File: src/rtl/full_st0_tap_ctrl_pkg.sv
`default_nettype none
// ----------------------------------------------------------------------------
// full_st0_tap_ctrl_pkg
// Shared geometry, FSM state encoding and tap-memory interface bundle for the
// stage-0 tap controller.
// Rev 1.0 - initial release
// ----------------------------------------------------------------------------
package full_st0_tap_ctrl_pkg;

  localparam int unsigned TAP_LANES = 6;
  localparam int unsigned TAP_ROWS  = 4;
  localparam int unsigned LANE_W    = 32;
  localparam int unsigned ROW_W     = TAP_LANES * LANE_W;
  localparam int unsigned ROW_AW    = 2;
  localparam int unsigned LANE_AW   = 3;

  localparam logic [LANE_AW-1:0] LAST_LANE = LANE_AW'(TAP_LANES - 1);
  localparam logic [ROW_AW-1:0]  LAST_ROW  = ROW_AW'(TAP_ROWS - 1);

  typedef enum logic [1:0] {
    ST_IDLE   = 2'd0,
    ST_LOAD   = 2'd1,
    ST_READ   = 2'd2,
    ST_UPDATE = 2'd3
  } tap_state_e;

  // Everything that goes towards the tap memory, registered as one bundle.
  typedef struct packed {
    logic               rd_vld;
    logic [ROW_AW-1:0]  rd_addr;
    logic               wr_vld;
    logic [ROW_AW-1:0]  wr_addr;
    logic [ROW_W-1:0]   wr_data;
    logic               sub_vld;
    logic [LANE_AW-1:0] sub_addr;
    logic [LANE_W-1:0]  sub_data;
  } tap_if_t;

endpackage
`default_nettype wire

File: src/rtl/full_st0_tap_ctrl.sv
`default_nettype none
// ----------------------------------------------------------------------------
// full_st0_tap_ctrl
// Sequences serial tap loading (single-lane writes), a read sweep of all tap
// rows, and the following full-row write-back of updated rows.
// Rev 1.0 - initial release
// ----------------------------------------------------------------------------
module full_st0_tap_ctrl
  import full_st0_tap_ctrl_pkg::*;
(
  input  logic               clk,
  input  logic               reset,
  input  logic               load_vld,
  input  logic [LANE_W-1:0]  load_data,
  output logic               load_ready,
  input  logic               start,
  input  logic               upd_vld,
  input  logic [ROW_W-1:0]   upd_data,
  output logic               tap_rd_vld,
  output logic [ROW_AW-1:0]  tap_rd_address,
  output logic               tap_wr_vld,
  output logic [ROW_AW-1:0]  tap_wr_address,
  output logic               tap_sub_vld,
  output logic [LANE_AW-1:0] tap_sub_addr,
  output logic [LANE_W-1:0]  tap_sub_data,
  output logic [ROW_W-1:0]   tap_wr_data,
  output logic               rd_first,
  output logic               rd_last,
  output logic               busy,
  output logic               load_done,
  output logic               upd_done,
  output logic               upd_err
);

  tap_state_e         state_q, state_d;
  logic [LANE_AW-1:0] lane_cnt_q, lane_cnt_d;
  logic [ROW_AW-1:0]  row_cnt_q, row_cnt_d;
  logic [ROW_AW-1:0]  rd_cnt_q, rd_cnt_d;
  logic [ROW_AW-1:0]  upd_cnt_q, upd_cnt_d;
  tap_if_t            tap_q, tap_d;
  logic               rd_first_q, rd_first_d;
  logic               rd_last_q, rd_last_d;
  logic               load_done_q, load_done_d;
  logic               upd_done_q, upd_done_d;
  logic               upd_err_q, upd_err_d;
  logic               load_acc;

  assign load_ready = (state_q == ST_IDLE) || (state_q == ST_LOAD);
  assign load_acc   = load_ready && load_vld;

  // Next-state, counter and strobe decode; strobes default low every cycle.
  always_comb begin
    state_d     = state_q;
    lane_cnt_d  = lane_cnt_q;
    row_cnt_d   = row_cnt_q;
    rd_cnt_d    = rd_cnt_q;
    upd_cnt_d   = upd_cnt_q;
    tap_d       = '0;
    rd_first_d  = 1'b0;
    rd_last_d   = 1'b0;
    load_done_d = 1'b0;
    upd_done_d  = 1'b0;
    // Stray update rows are dropped but remembered until reset.
    upd_err_d   = upd_err_q | (upd_vld && (state_q != ST_UPDATE));

    if (load_acc) begin
      // A load word beats a simultaneous start while idle.
      tap_d.sub_vld  = 1'b1;
      tap_d.sub_addr = lane_cnt_q;
      tap_d.wr_addr  = row_cnt_q;
      tap_d.sub_data = load_data;
      if ((lane_cnt_q == LAST_LANE) && (row_cnt_q == LAST_ROW)) begin
        state_d     = ST_IDLE;
        lane_cnt_d  = '0;
        row_cnt_d   = '0;
        load_done_d = 1'b1;
      end else begin
        state_d = ST_LOAD;
        if (lane_cnt_q == LAST_LANE) begin
          lane_cnt_d = '0;
          row_cnt_d  = row_cnt_q + 1'b1;
        end else begin
          lane_cnt_d = lane_cnt_q + 1'b1;
        end
      end
    end else begin
      case (state_q)
        ST_IDLE: begin
          if (start) begin
            tap_d.rd_vld  = 1'b1;
            tap_d.rd_addr = '0;
            rd_first_d    = 1'b1;
            rd_cnt_d      = ROW_AW'(1);
            state_d       = ST_READ;
          end
        end
        ST_READ: begin
          tap_d.rd_vld  = 1'b1;
          tap_d.rd_addr = rd_cnt_q;
          if (rd_cnt_q == LAST_ROW) begin
            rd_last_d = 1'b1;
            rd_cnt_d  = '0;
            state_d   = ST_UPDATE;
          end else begin
            rd_cnt_d = rd_cnt_q + 1'b1;
          end
        end
        ST_UPDATE: begin
          if (upd_vld) begin
            tap_d.wr_vld  = 1'b1;
            tap_d.wr_addr = upd_cnt_q;
            tap_d.wr_data = upd_data;
            if (upd_cnt_q == LAST_ROW) begin
              upd_cnt_d  = '0;
              upd_done_d = 1'b1;
              state_d    = ST_IDLE;
            end else begin
              upd_cnt_d = upd_cnt_q + 1'b1;
            end
          end
        end
        default: begin
          // ST_LOAD with no word this cycle: hold position.
        end
      endcase
    end
  end

  // State, counters and all registered outputs; reset aborts any sweep.
  always_ff @(posedge clk) begin
    if (reset) begin
      state_q     <= ST_IDLE;
      lane_cnt_q  <= '0;
      row_cnt_q   <= '0;
      rd_cnt_q    <= '0;
      upd_cnt_q   <= '0;
      tap_q       <= '0;
      rd_first_q  <= 1'b0;
      rd_last_q   <= 1'b0;
      load_done_q <= 1'b0;
      upd_done_q  <= 1'b0;
      upd_err_q   <= 1'b0;
    end else begin
      state_q     <= state_d;
      lane_cnt_q  <= lane_cnt_d;
      row_cnt_q   <= row_cnt_d;
      rd_cnt_q    <= rd_cnt_d;
      upd_cnt_q   <= upd_cnt_d;
      tap_q       <= tap_d;
      rd_first_q  <= rd_first_d;
      rd_last_q   <= rd_last_d;
      load_done_q <= load_done_d;
      upd_done_q  <= upd_done_d;
      upd_err_q   <= upd_err_d;
    end
  end

  assign tap_rd_vld     = tap_q.rd_vld;
  assign tap_rd_address = tap_q.rd_addr;
  assign tap_wr_vld     = tap_q.wr_vld;
  assign tap_wr_address = tap_q.wr_addr;
  assign tap_wr_data    = tap_q.wr_data;
  assign tap_sub_vld    = tap_q.sub_vld;
  assign tap_sub_addr   = tap_q.sub_addr;
  assign tap_sub_data   = tap_q.sub_data;
  assign rd_first       = rd_first_q;
  assign rd_last        = rd_last_q;
  assign load_done      = load_done_q;
  assign upd_done       = upd_done_q;
  assign upd_err        = upd_err_q;
  assign busy           = (state_q != ST_IDLE);

endmodule
`default_nettype wire
File: config.mk
export PLATFORM = sky130hd
export DESIGN_NAME = full_st0_tap_ctrl
export DESIGN_NICKNAME = d
export VERILOG_FILES = /design/src/rtl/full_st0_tap_ctrl_pkg.sv /design/src/rtl/full_st0_tap_ctrl.sv
export SDC_FILE = /design/constraint.sdc
export NUM_CORES = 1
export LEC_CHECK = 0
export ABC_CLOCK_PERIOD_IN_PS = 1600
export CORE_AREA = 2 2 183 185
export CTS_CLUSTER_DIAMETER = 150
export DETAILED_ROUTE_END_ITERATION = 8
export DIE_AREA = 0 0 185 187
export HOLD_SLACK_MARGIN = 0.15
export SYNTH_ARGS = -nofsm -noshare
export SYNTH_HDL_FRONTEND = slang
export SYNTH_SLANG_ARGS = --single-unit
export TNS_END_PERCENT = 20
File: constraint.sdc
create_clock -name clk -period 1.6 [get_ports clk]
set_input_delay 0.48 -clock clk [delete_from_list [all_inputs] [get_ports clk]]
set_output_delay 0.48 -clock clk [all_outputs]
set_load 0.01 [all_outputs]
# ---- Yosys cells after proc, flatten, opt, wreduce, memory -nomap -nowiden
# Cells that the tools add are included.
dict set report totals {
  regBits 250
  in_bits 229
  output_inout_bits 241
  wordCells 85
}
dict set report classes {
  addsub 4
  n_eq_ne 13
  muxes 25
  bitwise_logic 6
  n_reduce_logical 19
}
# operator count
set ops {}
lappend ops {{$mux 195} 1}
lappend ops {{$mux 194} 1}
lappend ops {{$mux 36} 1}
lappend ops {{$mux 2} 11}
lappend ops {{$ne 3x3->1 const B} 4}
lappend ops {{$eq 2x2->1 const B} 5}
lappend ops {{$mux 3} 3}
lappend ops {{$reduce_or 3->1} 3}
lappend ops {{$add 2x1->2 const B} 3}
lappend ops {{$pmux 2 s3} 1}
lappend ops {{$pmux 3 s2} 1}
lappend ops {{$reduce_and 3->1} 2}
lappend ops {{$reduce_bool 2->1} 3}
lappend ops {{$mux 1} 5}
lappend ops {{$not 1->1} 5}
lappend ops {{$reduce_and 5->1} 1}
lappend ops {{$ne 2x2->1 const B} 2}
lappend ops {{$pmux 2 s2} 1}
lappend ops {{$reduce_bool 4->1} 1}
lappend ops {{$reduce_or 2->1} 2}
lappend ops {{$reduce_or 4->1} 1}
lappend ops {{$add 3x1->3 const B} 1}
lappend ops {{$eq 3x3->1 const B} 1}
lappend ops {{$logic_and 1x1->1} 3}
lappend ops {{5 further kinds} 5}

# ---- Depth between registers and ports, before layout
# Gate-level depths: netlist (run 1).
dict set report depth {
  depth_word 5
  ltp_mapped 5
  ltp_nobuf 4
}

# ---- Worst setup path before layout (run 1)
# No wires, ideal clock.
dict set report synth_path {
  kind {input-to-reg}
  start {input reset}
  end {register tap_q (netlist bit tap_sub_data[10])}
  setup_ns 0.115
  arrival_ns 1.274
  setup_slack_ns 0.211
  cell_stages 5
  path_cell_list {buf_2 and2b_1 buf_4 buf_4 and2_1}
}
dict set report synth_between {
  elab_chain_cells 1
}
# element line_no
set synth_lines {}
lappend synth_lines {{start: declaration} full_st0_tap_ctrl.sv:12} ;# input logic reset,
lappend synth_lines {{$reduce_or 2->1 (no source line)} --}
lappend synth_lines {{end signal: assignment} full_st0_tap_ctrl.sv:149} ;# tap_q <= tap_d;
lappend synth_lines {{end: declaration} full_st0_tap_ctrl.sv:40} ;# tap_if_t tap_q, tap_d;
# Every way passes these cells.
# A chain may end at the register's enable or synchronous reset.

# ---- Final worst setup path (run 1)
dict set report layout_path {
  start {register state_q[0]}
  end {output busy}
}
dict set report layout_between {
  elab_chain_cells 1
}
# element line_no
set layout_lines {}
lappend layout_lines {{start: declaration} full_st0_tap_ctrl.sv:35} ;# tap_state_e state_q, state_d;
lappend layout_lines {{start signal: assignment} full_st0_tap_ctrl.sv:144} ;# state_q <= state_d;
lappend layout_lines {{$reduce_bool 2->1} full_st0_tap_ctrl.sv:171} ;# assign busy = (state_q != ST_IDLE);
lappend layout_lines {{end: declaration} full_st0_tap_ctrl.sv:29} ;# output logic busy,
# Every way passes these cells.

==> results.md, run 1 <==
- Period utilization: 106.5%
- Sink Count: 250
- CP Capture Type: primary output
- Initial Utilization: 21.50%
- Sequential-to-total area share from yosys stat: 70.83%
- Ys Warns: 0
- DRC Markers: 0
- Outcome: finished, violations left
- Dpl hpwl: 17800 µm
- Setup crit start: state_q[0]$_SDFFE_PP0P_
- R2R Setup Slk: 0.15 ns
- DIE HEIGHT: 187 µm
- Pwr Total: 0.01357 W
- Final worst slack: -0.1033 ns
- Relative slew margins: 82.92%
- Final worst path period need: 1.703 ns
- Antenna Nets Post-Route: 0
- EDFF count, synth: 0
- Arrival time worst endpoint: 1.22 ns
- Clk slew on worst S/H paths: 0.06 ns
- # setup viols final: 2
- Yosys top cell area share: 70.83%
- Total GRT Usage: 12.47%
- Most frequent cell after synthesis: dfxtp_1
- Vias per std cell: 3.584
- CTS tree: built
- Endpoints failing hold: 0
- Die footprint: 0.03460 mm²
- Reg2reg start: state_q[1]$_SDFFE_PP0P_
- DR iter-0 viols: 116
- Clock Latency Late Sink: 0.54 ns
- Crit path cell chain: or2_4 -> buf_6
- CP endpoint: busy
- Row count: 67
- Mean Syn Cell Area: 12.42 µm²
- Crit Path Class: reg2out
- DR WL/cell: 14.91 µm
- Post-Syn Instances: 569
- DRT Pass-1 Iters: 4
- Final-report max-slew violation count: 0
- Root Buffer: clkbuf_16
- Pleak: 5.490 nW
- Post-synth top cells: dfxtp_1 (250), and2_1 (228), nor2_1 (13)
- Number of max-cap violations: 0
- Seq cells post-synth: 250
- Placeable Area: 0.03286 mm²
- Crit start category: register
- Post-layout nets: 1296
- Final wirelength: 22840 µm
- Peak VDD IR: 0.8419 mV
- Fmax: 0.5871 GHz
- Vias in the first global route: 5639
- Pre-CTS WS: -0.2703 ns
- Clock buffer depth: 3
- CP max stage delay: 0.32 ns
- Post-Syn Nets: 801
- Largest net degree at the start of global routing: 41
- Crit path required time: 1.12 ns
- Area contributors post-synth: dfxtp_1 (71%), and2_1 (20%), buf_6 (1.8%), buf_4 (0.85%), nor2_1 (0.69%)
- Least-Margin Pin Slew: 0.2551 ns
- Hold crit path type: reg2reg
- Vias: 5490
- RD Place Congestion: 0.7789
- Largest area contributor in the netlist: dfxtp_1
- Antenna violations before repair: 1
- Synth Cell Area: 0.007066 mm²
- Port Buf Inserts: 469
- Cell variety after synth: 34
- RSZ-0062 raised after global routing: true
- Total grt overflow: 0
- Syn-to-layout area delta: 80.10%
- CP max-delay cell: dfxtp_2
- Layout cells sized above 1: 25.39%
- R2R Path End: tap_wr_data[48]$_SDFF_PP0_
- Asr flop ratio synth: 0%
- Failing checks: negative setup slack
- PD cells: 1066 mW/mm²
- H-Tree Depth: 1
- Crit path max fanout: 2
- Finished Core Util: 38.72%
- Most used DFF post-synth: dfxtp_1
- TritonCTS Buffers: 28
- Setup TNS: -0.1124 ns
- Chip Width: 185 µm
- Top Ports: 470
- Worst R2R Path Depth: 7
- Final Skew: 0.01205 ns
- First-pass GRT wire length: 33090 µm
## final cells by class
cell class / instances / area [µm²]
inverter: 1 / 6.256
sequential: 250 / 5014
clock buffer: 39 / 793.3
timing repair buffer: 494 / 4408
antenna: 1 / 2.502
clock inverter: 10 / 107.6
tap: 448 / 560.5
multi-input combinational: 289 / 1833
fill: 3274 / 20140
## cell usage in the layout, fill, tap and decap left out, types with 4 or more instances in the layout
master and n:
clkinv_2 5, dfxtp_1 243, buf_12 8, buf_2 77, buf_4 16, clkdlybuf4s15_1 48
clkbuf_1 7, nor2_1 13, and2_1 228, nor3_1 4, clkdlybuf4s50_1 228, clkdlybuf4s15_2 60
a21oi_1 8, dfxtp_2 7, clkbuf_2 54, clkbuf_16 29
## power by group
group          switching, W  total [W]  internal (W)
Sequential        0.0000379    0.00636       0.00632
Combinational      0.000265   0.000942      0.000677
Clock               0.00251    0.00627       0.00375
## stage by stage
stage	hold slack [ns]	instances	cell area [µm²]
6_report	0.4880	1532	12720
5_1_grt	0.4782	1531	12720
4_1_cts	0.4611	1531	13200
3_5_place_dp	0.4801	1481	12370
3_3_place_gp	0.4694	1481	12370
2_1_floorplan	0.4661	569	7066
## metal layers
metal | vias up | share of wire [%] | global-route usage (%)
met5 | - | 0 | 0
met2 | 265 | 49 | 22.66
li1 | 2738 | - | -
met4 | 0 | 2.6 | 3.236
met3 | 36 | 11 | 5.004
met1 | 2451 | 37 | 13.27
## flip-flops by register name, summed over array words and instances, names as in the netlist
register and count:
tap_wr_data 192, state_q 2, tap_rd_vld 1, tap_rd_address 2
rd_first 1, rd_cnt_q 2, upd_cnt_q 2, tap_sub_addr 3
upd_done 1, lane_cnt_q 3, load_done 1, tap_sub_vld 1
rd_last 1, tap_sub_data 32, upd_err 1, tap_wr_address 2
row_cnt_q 2, tap_wr_vld 1
## timing repair
action | CTS | global route
resized for setup | 679 | 88
hold buffers | 0 | 0
setup buffers | 1 | 0
setup endpoints to repair | 241 | 89
pin swaps | 1 | 0
## worst max-delay path, delay by kind of cell, from the launching register on
| kind | cells | cell delay [ns] |
|---|---|---|
| buffers and inverters | 1 | 0.12 |
| flip-flops | 1 | 0.32 |
| AND/OR/NAND/NOR | 1 | 0.25 |
## worst min path at each step
| stage | startpoint | end | cells past startpoint |
|---|---|---|---|
| after floorplan | rd_cnt_q[1]$_SDFFE_PP0P_ | rd_cnt_q[1]$_SDFFE_PP0P_ | 2 |
| after global placement | upd_err$_SDFF_PP0_ | upd_err$_SDFF_PP0_ | 2 |
| after detailed placement | upd_err$_SDFF_PP0_ | upd_err$_SDFF_PP0_ | 2 |
| after CTS | upd_data[126] | tap_wr_data[126]$_SDFF_PP0_ | 2 |
| after global routing | upd_data[77] | tap_wr_data[77]$_SDFF_PP0_ | 2 |
| final | upd_err$_SDFF_PP0_ | upd_err$_SDFF_PP0_ | 2 |
## cell families (layout without fill, tap and decap cells)
logic type	Yosys count	after routing	share of synthesized area [%]
adders and majority gates	3	3	0.5313
xor gates and xnor gates	1	1	0.1240
AOI/OAI and AO/OA	14	14	1.222
and+or+nand+nor	268	268	23.61
buffers and inverters	30	544	3.258
DFF	250	250	70.83
muxes	3	3	0.4250
other	0	1	0
Note: power is estimated with default switching activity, not from simulation.
==> run 2: changes to the inputs <==
Settings changed: ABC_CLOCK_PERIOD_IN_PS 1600 to not set, PLACE_DENSITY set to 0.52.
==> run 2 against run 1 <==
  * The flow still finishes with violations (negative setup slack)
  * First-iteration DRC count rose by 5.2%
  * Final cell count rose by 0.39%
  * Clock skew fell by 0.0043 ns
  * Worst hold slack got worse by 0.017 ns
==> results.md, run 2 (same netlist as run 1, synthesis figures left out) <==
- Crit Path Class: reg2out
- RSZ-0062 raised after global routing: true
- Period utilization: 105.3%
- DRT Pass-1 Iters: 4
- Final worst path period need: 1.685 ns
- PD cells: 1077 mW/mm²
- CP Capture Type: primary output
- Endpoints failing hold: 0
- Number of max-cap violations: 0
- # setup viols final: 1
- Dpl hpwl: 18560 µm
- Post-CTS Repair Setup Buffers: 0
- Int Pwr: 0.01107 W
- Port Buf Inserts: 469
- Placeable Area: 0.03286 mm²
- Largest register FFs: 192
- RD Place Congestion: 0.7577
- Pre-CTS WS: -0.2375 ns
- Sink Count: 250
- Total GRT Usage: 13.03%
- Failing checks: negative setup slack
- Layout Cells excl Fill: 1538
- DR WL/cell: 15.37 µm
- DRC Markers: 0
- Hold crit path type: reg2reg
- Final-report max-slew violation count: 0
- Relative slew margins: 83.00%
- Footprint of the multi-input gates: 0.001834 mm²
- Crit path required time: 1.12 ns
- Final worst slack: -0.08503 ns
- Layout cells sized above 1: 25.46%
- Crit path max fanout: 2
- Flop pwr share: 45.9%
- Clock share of power: 47.3%
- Combinational power share: 6.8%
- Die footprint: 0.03460 mm²
- Final Skew: 0.007720 ns
- Most frequent cells in the layout: dfxtp_1 (242), and2_1 (228), clkdlybuf4s50_1 (228)
- Root Buffer: clkbuf_16
- Clock Latency Late Sink: 0.53 ns
- Total grt overflow: 0
- Outcome: finished, violations left
- Row count: 67
- Initial Utilization: 21.50%
- Post-layout nets: 1301
- Pleak: 5.541 nW
- Fill cells: 3287
- Least-Margin Pin Slew: 0.2539 ns
- H-Tree Depth: 1
- Vias: 5600
- Sequential cell area: 0.005015 mm²
- Peak VDD IR: 0.7403 mV
- Syn-to-layout area delta: 82.04%
- Largest net degree at the start of global routing: 36
- Vias per std cell: 3.641
- Sw frac: 20.14%
- Arrival time worst endpoint: 1.21 ns
- Pwr Total: 0.01386 W
- DR iter-0 viols: 122
- Hold slack final: 0.4714 ns
- CTS tree: built
- R2R Setup Slk: 0.26 ns
- Clock buffer depth: 3
- Switch Pwr: 0.002791 W
- DIE HEIGHT: 187 µm
- Final wirelength: 23640 µm
- Antenna violations before repair: 3
- Vias in the first global route: 5826
- Clk slew on worst S/H paths: 0.06 ns
- Antenna Nets Post-Route: 0
- Top Ports: 470
- Crit start category: register
- Chip Width: 185 µm
- TritonCTS Buffers: 29
- First-pass GRT wire length: 34310 µm
- Dpl cells: 1486
- Commonest non-fill, non-tap cell in the layout: dfxtp_1
- Fmax: 0.5935 GHz
## run 2: cell count changes in the layout (fill, tap and decap cells not counted), moves of 2 or more
cell / change
clkinv_2: -2
clkinvlp_4: -3
clkdlybuf4s15_2: +4
clkdlybuf4s15_1: +4
buf_4: +4
clkbuf_8: +3
clkbuf_2: -7
## run 2: path summary, 6_finish.rpt
| kind | from | end | depth (start not counted) |
|---|---|---|---|
| setup / recovery | state_q[0]$_SDFFE_PP0P_ | busy | 2 |
| hold / removal | upd_err$_SDFF_PP0_ | upd_err$_SDFF_PP0_ | 2 |
| setup reg to reg | state_q[1]$_SDFFE_PP0P_ | tap_wr_data[86]$_SDFF_PP0_ | 6 |
| hold reg to reg | upd_err$_SDFF_PP0_ | upd_err$_SDFF_PP0_ | 2 |
## run 2: layer usage
| metal | vias to the layer above | GRT usage, % | wire [µm] |
|---|---|---|---|
| li1 | 2755 | - | - |
| met1 | 2530 | 13.39 | 8550 |
| met2 | 267 | 23.31 | 11530 |
| met3 | 46 | 5.802 | 2754 |
| met4 | 2 | 4.457 | 792 |
| met5 | - | 0 | 12 |
## run 2: timing repair
action / CTS / global route
pin swaps: 1 / 0
hold endpoints to repair: 0 / 0
endpoints found under the setup margin: 241 / 77
gates resized for setup: 684 / 77
hold buffers: 0 / 0
## run 2: critical path, stage by stage (launching register included)
cell and delay [ns]:
dfxtp_2 0.32, or2_4 0.24, buf_6 0.12
## run 2: final cells by class
cell class	count	area share, %
diodes	2	0.03891
clock buffers	43	6.518
clock inverters	7	0.8852
inverters	1	0.02918
multi-input cells	289	14.26
flip-flops and latches	250	38.99
well taps	448	4.358
repair buffers	498	34.92
## run 2: power groups by stage
stage,clock network [W],logic (W),registers [W]
2_1_floorplan,0,0.000161,0.00653
3_3_place_gp,0,0.000995,0.00649
3_5_place_dp,0,0.000996,0.00649
4_1_cts,0.00685,0.000968,0.00636
5_1_grt,0.00708,0.00102,0.00636
6_report,0.00656,0.000938,0.00636
## run 2: through the flow
stage / area, µm² / TNS, ns / util, %
2_1_floorplan: 7066 / 0 / -
3_3_place_gp: 12430 / -45.13 / 37.81
3_5_place_dp: 12430 / -45.11 / 37.81
4_1_cts: 13270 / -0.1314 / 40.37
5_1_grt: 12860 / -0.1454 / 39.13
6_report: 12860 / -0.08503 / 39.14
